[src/rtl/red_pitaya_iq_cordic_phase_block.sv]
// -----------------------------------------------------------------------------
// red_pitaya_iq_cordic_phase_block
//
// Phase / amplitude detector, the inverse of the IQ function generator. Each
// valid signed (I=cos, Q=sin) sample pair is run through a fully pipelined
// vectoring-mode CORDIC, which accepts one sample per clock. The block returns:
//   phase_o : atan2(q, i) as an unsigned phase, full turn = 2**PHASEBITS
//   mag_o   : sqrt(i^2 + q^2) * K, K ~= 1.64676 (CORDIC gain left in)
//   freq_o  : phase increment against the previous valid output, mod 2**PHASEBITS
// The phase convention matches the generator, so in loopback phase_o tracks the
// generator phase and freq_o tracks its phase step.
//
// Pipeline (valid_i sampled at edge n -> valid_o high after edge n+STAGES+2):
//   input register -> pre-rotation (stage P) -> STAGES micro-rotations
//   -> output register (zero forcing, phase difference)
//
// Ports
//   clk_i    in   1           system clock
//   rstn_i   in   1           synchronous reset, active low
//   on       in   1           enable; 0 flushes the pipeline and zeroes outputs
//   valid_i  in   1           i_i/q_i valid this cycle
//   i_i      in   INBITS      signed in-phase (cos) component
//   q_i      in   INBITS      signed quadrature (sin) component
//   valid_o  out  1           one-cycle strobe: outputs updated
//   phase_o  out  PHASEBITS   unsigned phase 0..2**PHASEBITS-1
//   mag_o    out  INBITS+1    unsigned magnitude including CORDIC gain
//   freq_o   out  PHASEBITS   phase_o minus previous phase_o, wrapping
// -----------------------------------------------------------------------------
module red_pitaya_iq_cordic_phase_block #(
  parameter int INBITS    = 17,
  parameter int PHASEBITS = 32,
  parameter int STAGES    = 16
) (
  input  logic                 clk_i,
  input  logic                 rstn_i,
  input  logic                 on,
  input  logic                 valid_i,
  input  logic [INBITS-1:0]    i_i,
  input  logic [INBITS-1:0]    q_i,
  output logic                 valid_o,
  output logic [PHASEBITS-1:0] phase_o,
  output logic [INBITS:0]      mag_o,
  output logic [PHASEBITS-1:0] freq_o
);

  // Two guard bits: one for negating the most negative input, one for the
  // growth of x through the rotations (up to sqrt(2) * K).
  localparam int W = INBITS + 2;

  localparam real PI = 3.14159265358979323846;

  localparam logic [PHASEBITS-1:0] QUARTER_TURN = PHASEBITS'(1) << (PHASEBITS - 2);
  localparam logic [PHASEBITS-1:0] THREE_QUARTER_TURN = QUARTER_TURN + (QUARTER_TURN << 1);

  // Micro-rotation angles A[k] = round(atan(2**-k) * 2**PHASEBITS / (2*pi)),
  // fixed at elaboration. A[0] is exactly an eighth of a turn.
  function automatic logic [STAGES-1:0][PHASEBITS-1:0] atan_table();
    logic [STAGES-1:0][PHASEBITS-1:0] t;
    real r;
    for (int k = 0; k < STAGES; k++) begin
      r    = $atan(1.0 / (2.0 ** k)) * (2.0 ** PHASEBITS) / (2.0 * PI);
      t[k] = PHASEBITS'(longint'(r));
    end
    t[0] = PHASEBITS'(1) << (PHASEBITS - 3);
    return t;
  endfunction

  localparam logic [STAGES-1:0][PHASEBITS-1:0] ATAN = atan_table();

  // High when the pipeline may hold and advance samples; low flushes it.
  logic run;
  assign run = rstn_i & on;

  // ---------------------------------------------------------------------------
  // Input register
  // ---------------------------------------------------------------------------
  logic                     in_v_q;
  logic signed [INBITS-1:0] in_i_q;
  logic signed [INBITS-1:0] in_q_q;

  always_ff @(posedge clk_i) begin
    if (!run) begin
      in_v_q <= 1'b0;
    end else begin
      in_v_q <= valid_i;
    end
  end

  // NOTE: datapath registers carry no reset; only the valid bits that travel
  // with them are cleared, so stale data is never qualified as an output.
  always_ff @(posedge clk_i) begin
    if (valid_i) begin
      in_i_q <= i_i;
      in_q_q <= q_i;
    end
  end

  // ---------------------------------------------------------------------------
  // Stage P: pre-rotation into the right half plane (x >= 0)
  // ---------------------------------------------------------------------------
  logic signed [W-1:0]    ext_i;
  logic signed [W-1:0]    ext_q;
  logic signed [W-1:0]    pre_x_d;
  logic signed [W-1:0]    pre_y_d;
  logic [PHASEBITS-1:0]   pre_z_d;
  logic                   pre_zero_d;

  assign ext_i = W'(in_i_q);
  assign ext_q = W'(in_q_q);

  // NOTE: every combinational output gets a default before any branch, so no
  // path through the block leaves a value unassigned (no inferred latch).
  always_comb begin
    pre_x_d = ext_i;
    pre_y_d = ext_q;
    pre_z_d = '0;
    if (ext_i[W-1]) begin
      if (!ext_q[W-1]) begin
        // Second quadrant: rotate by -90 degrees, remember +1/4 turn.
        pre_x_d = ext_q;
        pre_y_d = -ext_i;
        pre_z_d = QUARTER_TURN;
      end else begin
        // Third quadrant: rotate by +90 degrees, remember 3/4 turn.
        pre_x_d = -ext_q;
        pre_y_d = ext_i;
        pre_z_d = THREE_QUARTER_TURN;
      end
    end
  end

  // The zero input has no defined angle; flag it so the output stage can
  // force phase and magnitude to exact zero.
  assign pre_zero_d = (in_i_q == '0) && (in_q_q == '0);

  // ---------------------------------------------------------------------------
  // CORDIC pipeline. Index 0 is the stage P register; index k+1 holds the
  // result of micro-rotation k. The final y is never needed, so y stops one
  // stage early.
  // ---------------------------------------------------------------------------
  logic signed [W-1:0]  x_q [0:STAGES];
  logic signed [W-1:0]  x_d [0:STAGES];
  logic signed [W-1:0]  y_q [0:STAGES-1];
  logic signed [W-1:0]  y_d [0:STAGES-1];
  logic [PHASEBITS-1:0] z_q [0:STAGES];
  logic [PHASEBITS-1:0] z_d [0:STAGES];
  logic [STAGES:0]      v_q;
  logic [STAGES:0]      zero_q;

  // NOTE: combinational next-state logic uses blocking '=', the registers
  // below use non-blocking '<=' so all stages advance on the same edge.
  always_comb begin
    x_d[0] = pre_x_d;
    y_d[0] = pre_y_d;
    z_d[0] = pre_z_d;
    // y >= 0: rotate clockwise and add the angle; y < 0: the opposite.
    for (int k = 0; k < STAGES; k++) begin
      if (!y_q[k][W-1]) begin
        x_d[k+1] = x_q[k] + (y_q[k] >>> k);
        z_d[k+1] = z_q[k] + ATAN[k];
      end else begin
        x_d[k+1] = x_q[k] - (y_q[k] >>> k);
        z_d[k+1] = z_q[k] - ATAN[k];
      end
    end
    for (int k = 0; k < STAGES - 1; k++) begin
      if (!y_q[k][W-1]) begin
        y_d[k+1] = y_q[k] - (x_q[k] >>> k);
      end else begin
        y_d[k+1] = y_q[k] + (x_q[k] >>> k);
      end
    end
  end

  always_ff @(posedge clk_i) begin
    x_q    <= x_d;
    y_q    <= y_d;
    z_q    <= z_d;
    zero_q <= {zero_q[STAGES-1:0], pre_zero_d};
  end

  // Valid bits shift alongside the data; a flush empties the whole pipe.
  always_ff @(posedge clk_i) begin
    if (!run) begin
      v_q <= '0;
    end else begin
      v_q <= {v_q[STAGES-1:0], in_v_q};
    end
  end

  // ---------------------------------------------------------------------------
  // Output stage
  // ---------------------------------------------------------------------------
  logic                 valid_q;
  logic [PHASEBITS-1:0] phase_q;
  logic [PHASEBITS-1:0] phase_d;
  logic [INBITS:0]      mag_q;
  logic [INBITS:0]      mag_d;
  logic [PHASEBITS-1:0] freq_q;
  logic [PHASEBITS-1:0] freq_d;
  logic                 have_prev_q;

  always_comb begin
    phase_d = z_q[STAGES];
    mag_d   = x_q[STAGES][INBITS:0];
    // x is never negative for legal input; clamp rather than wrap if it were.
    if (zero_q[STAGES] || x_q[STAGES][W-1]) begin
      mag_d = '0;
    end
    if (zero_q[STAGES]) begin
      phase_d = '0;
    end
    // phase_q still holds the previous valid phase here; the subtraction
    // wraps naturally modulo 2**PHASEBITS.
    freq_d = '0;
    if (have_prev_q) begin
      freq_d = phase_d - phase_q;
    end
  end

  always_ff @(posedge clk_i) begin
    if (!run) begin
      valid_q     <= 1'b0;
      phase_q     <= '0;
      mag_q       <= '0;
      freq_q      <= '0;
      have_prev_q <= 1'b0;
    end else begin
      valid_q <= v_q[STAGES];
      if (v_q[STAGES]) begin
        phase_q     <= phase_d;
        mag_q       <= mag_d;
        freq_q      <= freq_d;
        have_prev_q <= 1'b1;
      end
    end
  end

  assign valid_o = valid_q;
  assign phase_o = phase_q;
  assign mag_o   = mag_q;
  assign freq_o  = freq_q;

endmodule

[config.mk]
export PLATFORM = sky130hd
export DESIGN_NAME = red_pitaya_iq_cordic_phase_block
export DESIGN_NICKNAME = d
export VERILOG_FILES = /design/src/rtl/red_pitaya_iq_cordic_phase_block.sv
export SDC_FILE = /design/constraint.sdc
export NUM_CORES = 2
export LEC_CHECK = 0
export ABC_AREA = 1
export BUFFER_PORTS_ARGS = -buffer_cell sky130_fd_sc_hd__buf_2
export CAP_MARGIN = 20
export CELL_PAD_IN_SITES_DETAIL_PLACEMENT = 0
export CELL_PAD_IN_SITES_GLOBAL_PLACEMENT = 1
export CORE_MARGIN = 4
export CORE_UTILIZATION = 35
export CTS_CLUSTER_SIZE = 20
export DETAILED_ROUTE_END_ITERATION = 8
export GPL_ROUTABILITY_DRIVEN = 0
export PLACE_DENSITY = 0.69
export SYNTH_ARGS = -nofsm -noshare
export SYNTH_HDL_FRONTEND = slang
export SYNTH_SLANG_ARGS = --single-unit
[constraint.sdc]
create_clock -name clk_i -period 3.7 [get_ports clk_i]
set_clock_uncertainty 0.1 [all_clocks]
set_input_delay 0.185 -clock clk_i [delete_from_list [all_inputs] [get_ports clk_i]]
set_output_delay 0.185 -clock clk_i [all_outputs]
set_load 0.01 [all_outputs]
==> results by group <==
Run status
  – Status: finished, final reports clean

Placed design
  – Pre-CTS setup slack: 418.5 ps
  – Area after DPL: around 94000 um2
  – Port Buf Inserts: ~120
  – Dpl hpwl: roughly 220000 um

Setup path
  – Worst-path fanout max: 5
  – CP max stage delay: 530 ps
  – Critical Path AT: between 3000 and 4000 ps
  – Crit end category: flip-flop
  – Crit path top cell by count: nor2_1
  – Slowest library cell on the worst path: nor3_1
  – Data required, critical path: 4290 ps
  – Cells along the critical path: inv_1 > ha_1 > nand4_1 > nor3_1 > nor2_1 > xor2_1 > ha_1 > nand2_1 > nor2_1 > nand4_1 > nor3b_1 > nor2_1 > xnor2_1
  – CP startpoint kind: flip-flop
  – Crit path kind: reg -> reg

Synth
  – Synth async-reset ratio: 0%
  – Leading register cell type out of synthesis: dfxtp_1
  – Number of synthesized flops with an enable pin: 34
  – Synth top cells by count: nand2_1 (2717), inv_1 (1323), nor2_1 (1290)
  – Mapped cell area: a little under 90000 um2
  – Count leader, synth: nand2_1
  – Number of synthesized register bits: 1203
  – Synth Warn #: 0
  – Sequential-to-total area share from yosys stat: about 27%
  – Distinct cells, synth: 63
  – Area leader, netlist: dfxtp_1
  – Synth top area cells: dfxtp_1 (26%), ha_1 (15%), nand2_1 (11%)
  – Avg Inst Size Synth: roughly 7.1 um2
  – Post-Synthesis Cells: approximately 13000
  – Synth top area share: about a quarter

Timing
  – RSZ-0062 raised after global routing: false
  – Worst-margin pin slew: between 900 and 1000 ps
  – Fin. max-slew vios: 0
  – Max-slew headroom: about a third
  – Final min period: around 3300 ps
  – Endpoints failing setup: 0
  – Worst setup slack after layout: roughly 420 ps
  – Fmax: a little over 300 MHz
  – Period utilization: 88.53%
  – Hold_ws: 205.5 ps
  – Setup TNS: 0 ps
  – Hold Fails Final Rpt: 0

Die
  – Die Area: roughly 260000 um2
  – Die width: ~510 um
  – Initial Util: a little over a third
  – Core ar.: between 200000 and 300000 um2
  – Die Height: around 510 um
  – I/O pin cnt: between 100 and 150
  – Row count: 185

Clock tree
  – CTS Buffer Depth: 3
  – CTS tree: done
  – Num CTS Buffers: 148
  – CTS-repair resized insts: 0
  – Clk_lat worst skew: between 800 and 900 ps
  – CTS Sinks: between 1000 and 1500
  – Post-CTS Hold Buffers: 71
  – Root buf cell: clkbuf_16
  – Post-CTS Setup Repair Bufs: 0
  – CTS H-tree depth: 4
  – Reg clk slew, reported paths: approximately 60 ps

Routing
  – Total Wirelength: about 270000 um
  – Initial DRC Count: about 5300
  – First-pass DRT Iterations: 6
  – Via density: between 5 and 6
  – Via count: 82890
  – Antenna Nets Post-Route: 0
  – Drt drc: 0
  – Wire length per cell: 16.21 um

Cells and area
  – Layout cell share with drive strength beyond 1: under 10%
  – Synth-to-layout area growth: 11.76%
  – Final Instance Area: between 90000 and 100000 um2
  – Layout Nets: 14010

Global routing
  – Initial antenna violation count: 3
  – Pin count of the biggest net entering global routing: 83
  – Global-route wire length before repair: 426600 um
  – GR Util All Layers: ~20%
  – Vias in the first global route: around 82000
  – GRT overflow: 0

Run
  – Max cap viols: 0

Worst hold path
  – Hold Path Class: reg -> reg
==> layout make-up <==
type	instances	area [um2]
clock inverters	71	897.1
multi-input cells	9943	59450
diodes	3	7.507
repair buffers	243	1707
well taps	3366	4212
flip-flops and latches	1203	24430
fillers	26870	154200
inverters	1333	5004
clock buffers	194	4210
==> state kept, by name, summed over array words and instances, names as in the netlist <==
register / flops
freq_o: 31
have_prev_q: 1
in_i_q: 17
in_q_q: 17
in_v_q: 1
mag_o: 18
phase_o: 31
v_q: 17
valid_o: 1
x_q: 322
y_q: 289
z_q: 441
zero_q: 17
==> per-layer routing <==
layer	vias to the layer above	track usage (%)	share of wire, %
met2	1737	33.65	47
met5	-	0	0
met4	0	4.913	2.5
li1	42540	-	-
met3	386	2.486	4.3
met1	38230	25.72	47
==> layout by cell type (no fill, tap or decap), drive strengths merged, types with 34 or more instances in the layout <==
cell type	synthesis	routed
nand2	2725	2725
nor4	69	69
clkinv	0	35
dfxtp	1169	1169
clkbuf	76	194
edfxtp	34	34
a21o	136	136
ha	1062	1062
a21oi	1232	1232
fa	42	42
a31oi	50	50
o21a	54	54
or2	38	38
dlygate4sd3	0	71
xor2	844	844
nand3	700	700
buf	41	172
o21bai	88	88
nand4	143	143
nor3	252	252
o21ai	784	784
xnor2	228	228
nor2	1324	1324
inv	1333	1344
==> worst paths after layout <==
kind / slack [ps] / to / cells past startpoint / start
worst max-delay path: 420 / y_q[265] / 13 / x_q[286]
worst min register to register: 210 / zero_q[12] / 0 / zero_q[11]
worst min-delay path: 210 / zero_q[12] / 0 / zero_q[11]
worst max register to register: 420 / y_q[265] / 13 / x_q[286]
==> logic make-up (layout without fill, tap and decap cells) <==
kind of cell,count (synthesis),after routing,share of synthesized area [%]
buffers and inverters,1450,1841,6.198
and+or+nand+nor,5303,5303,24.84
xor gates and xnor gates,1072,1072,10.50
adders and majority gates,1104,1104,15.80
muxes,2,2,0.02239
DFF,1203,1203,27.32
other,1,7,0.004194
AOI/OAI and AO/OA,2458,2458,15.32
==> through the flow <==
step / instances / util [%]
after floorplan: 12600 / -
after global placement: 16020 / 37.02
after detailed placement: 16020 / 37.02
after CTS: 16350 / 39.31
after global routing: 16350 / 39.31
final: 16360 / 39.31
==> critical path: cells and delay by family, from the launching register on <==
| family | cells | cell delay, ps |
|---|---|---|
| and+or+nand+nor | 8 | 1660 |
| adders and majority gates | 2 | 630 |
| DFF | 1 | 390 |
| xor gates and xnor gates | 2 | 280 |
| buffers and inverters | 1 | 90 |
Power is not shown: default switching activity piles up to over one toggle a cycle in this logic, so the estimate is an artifact.
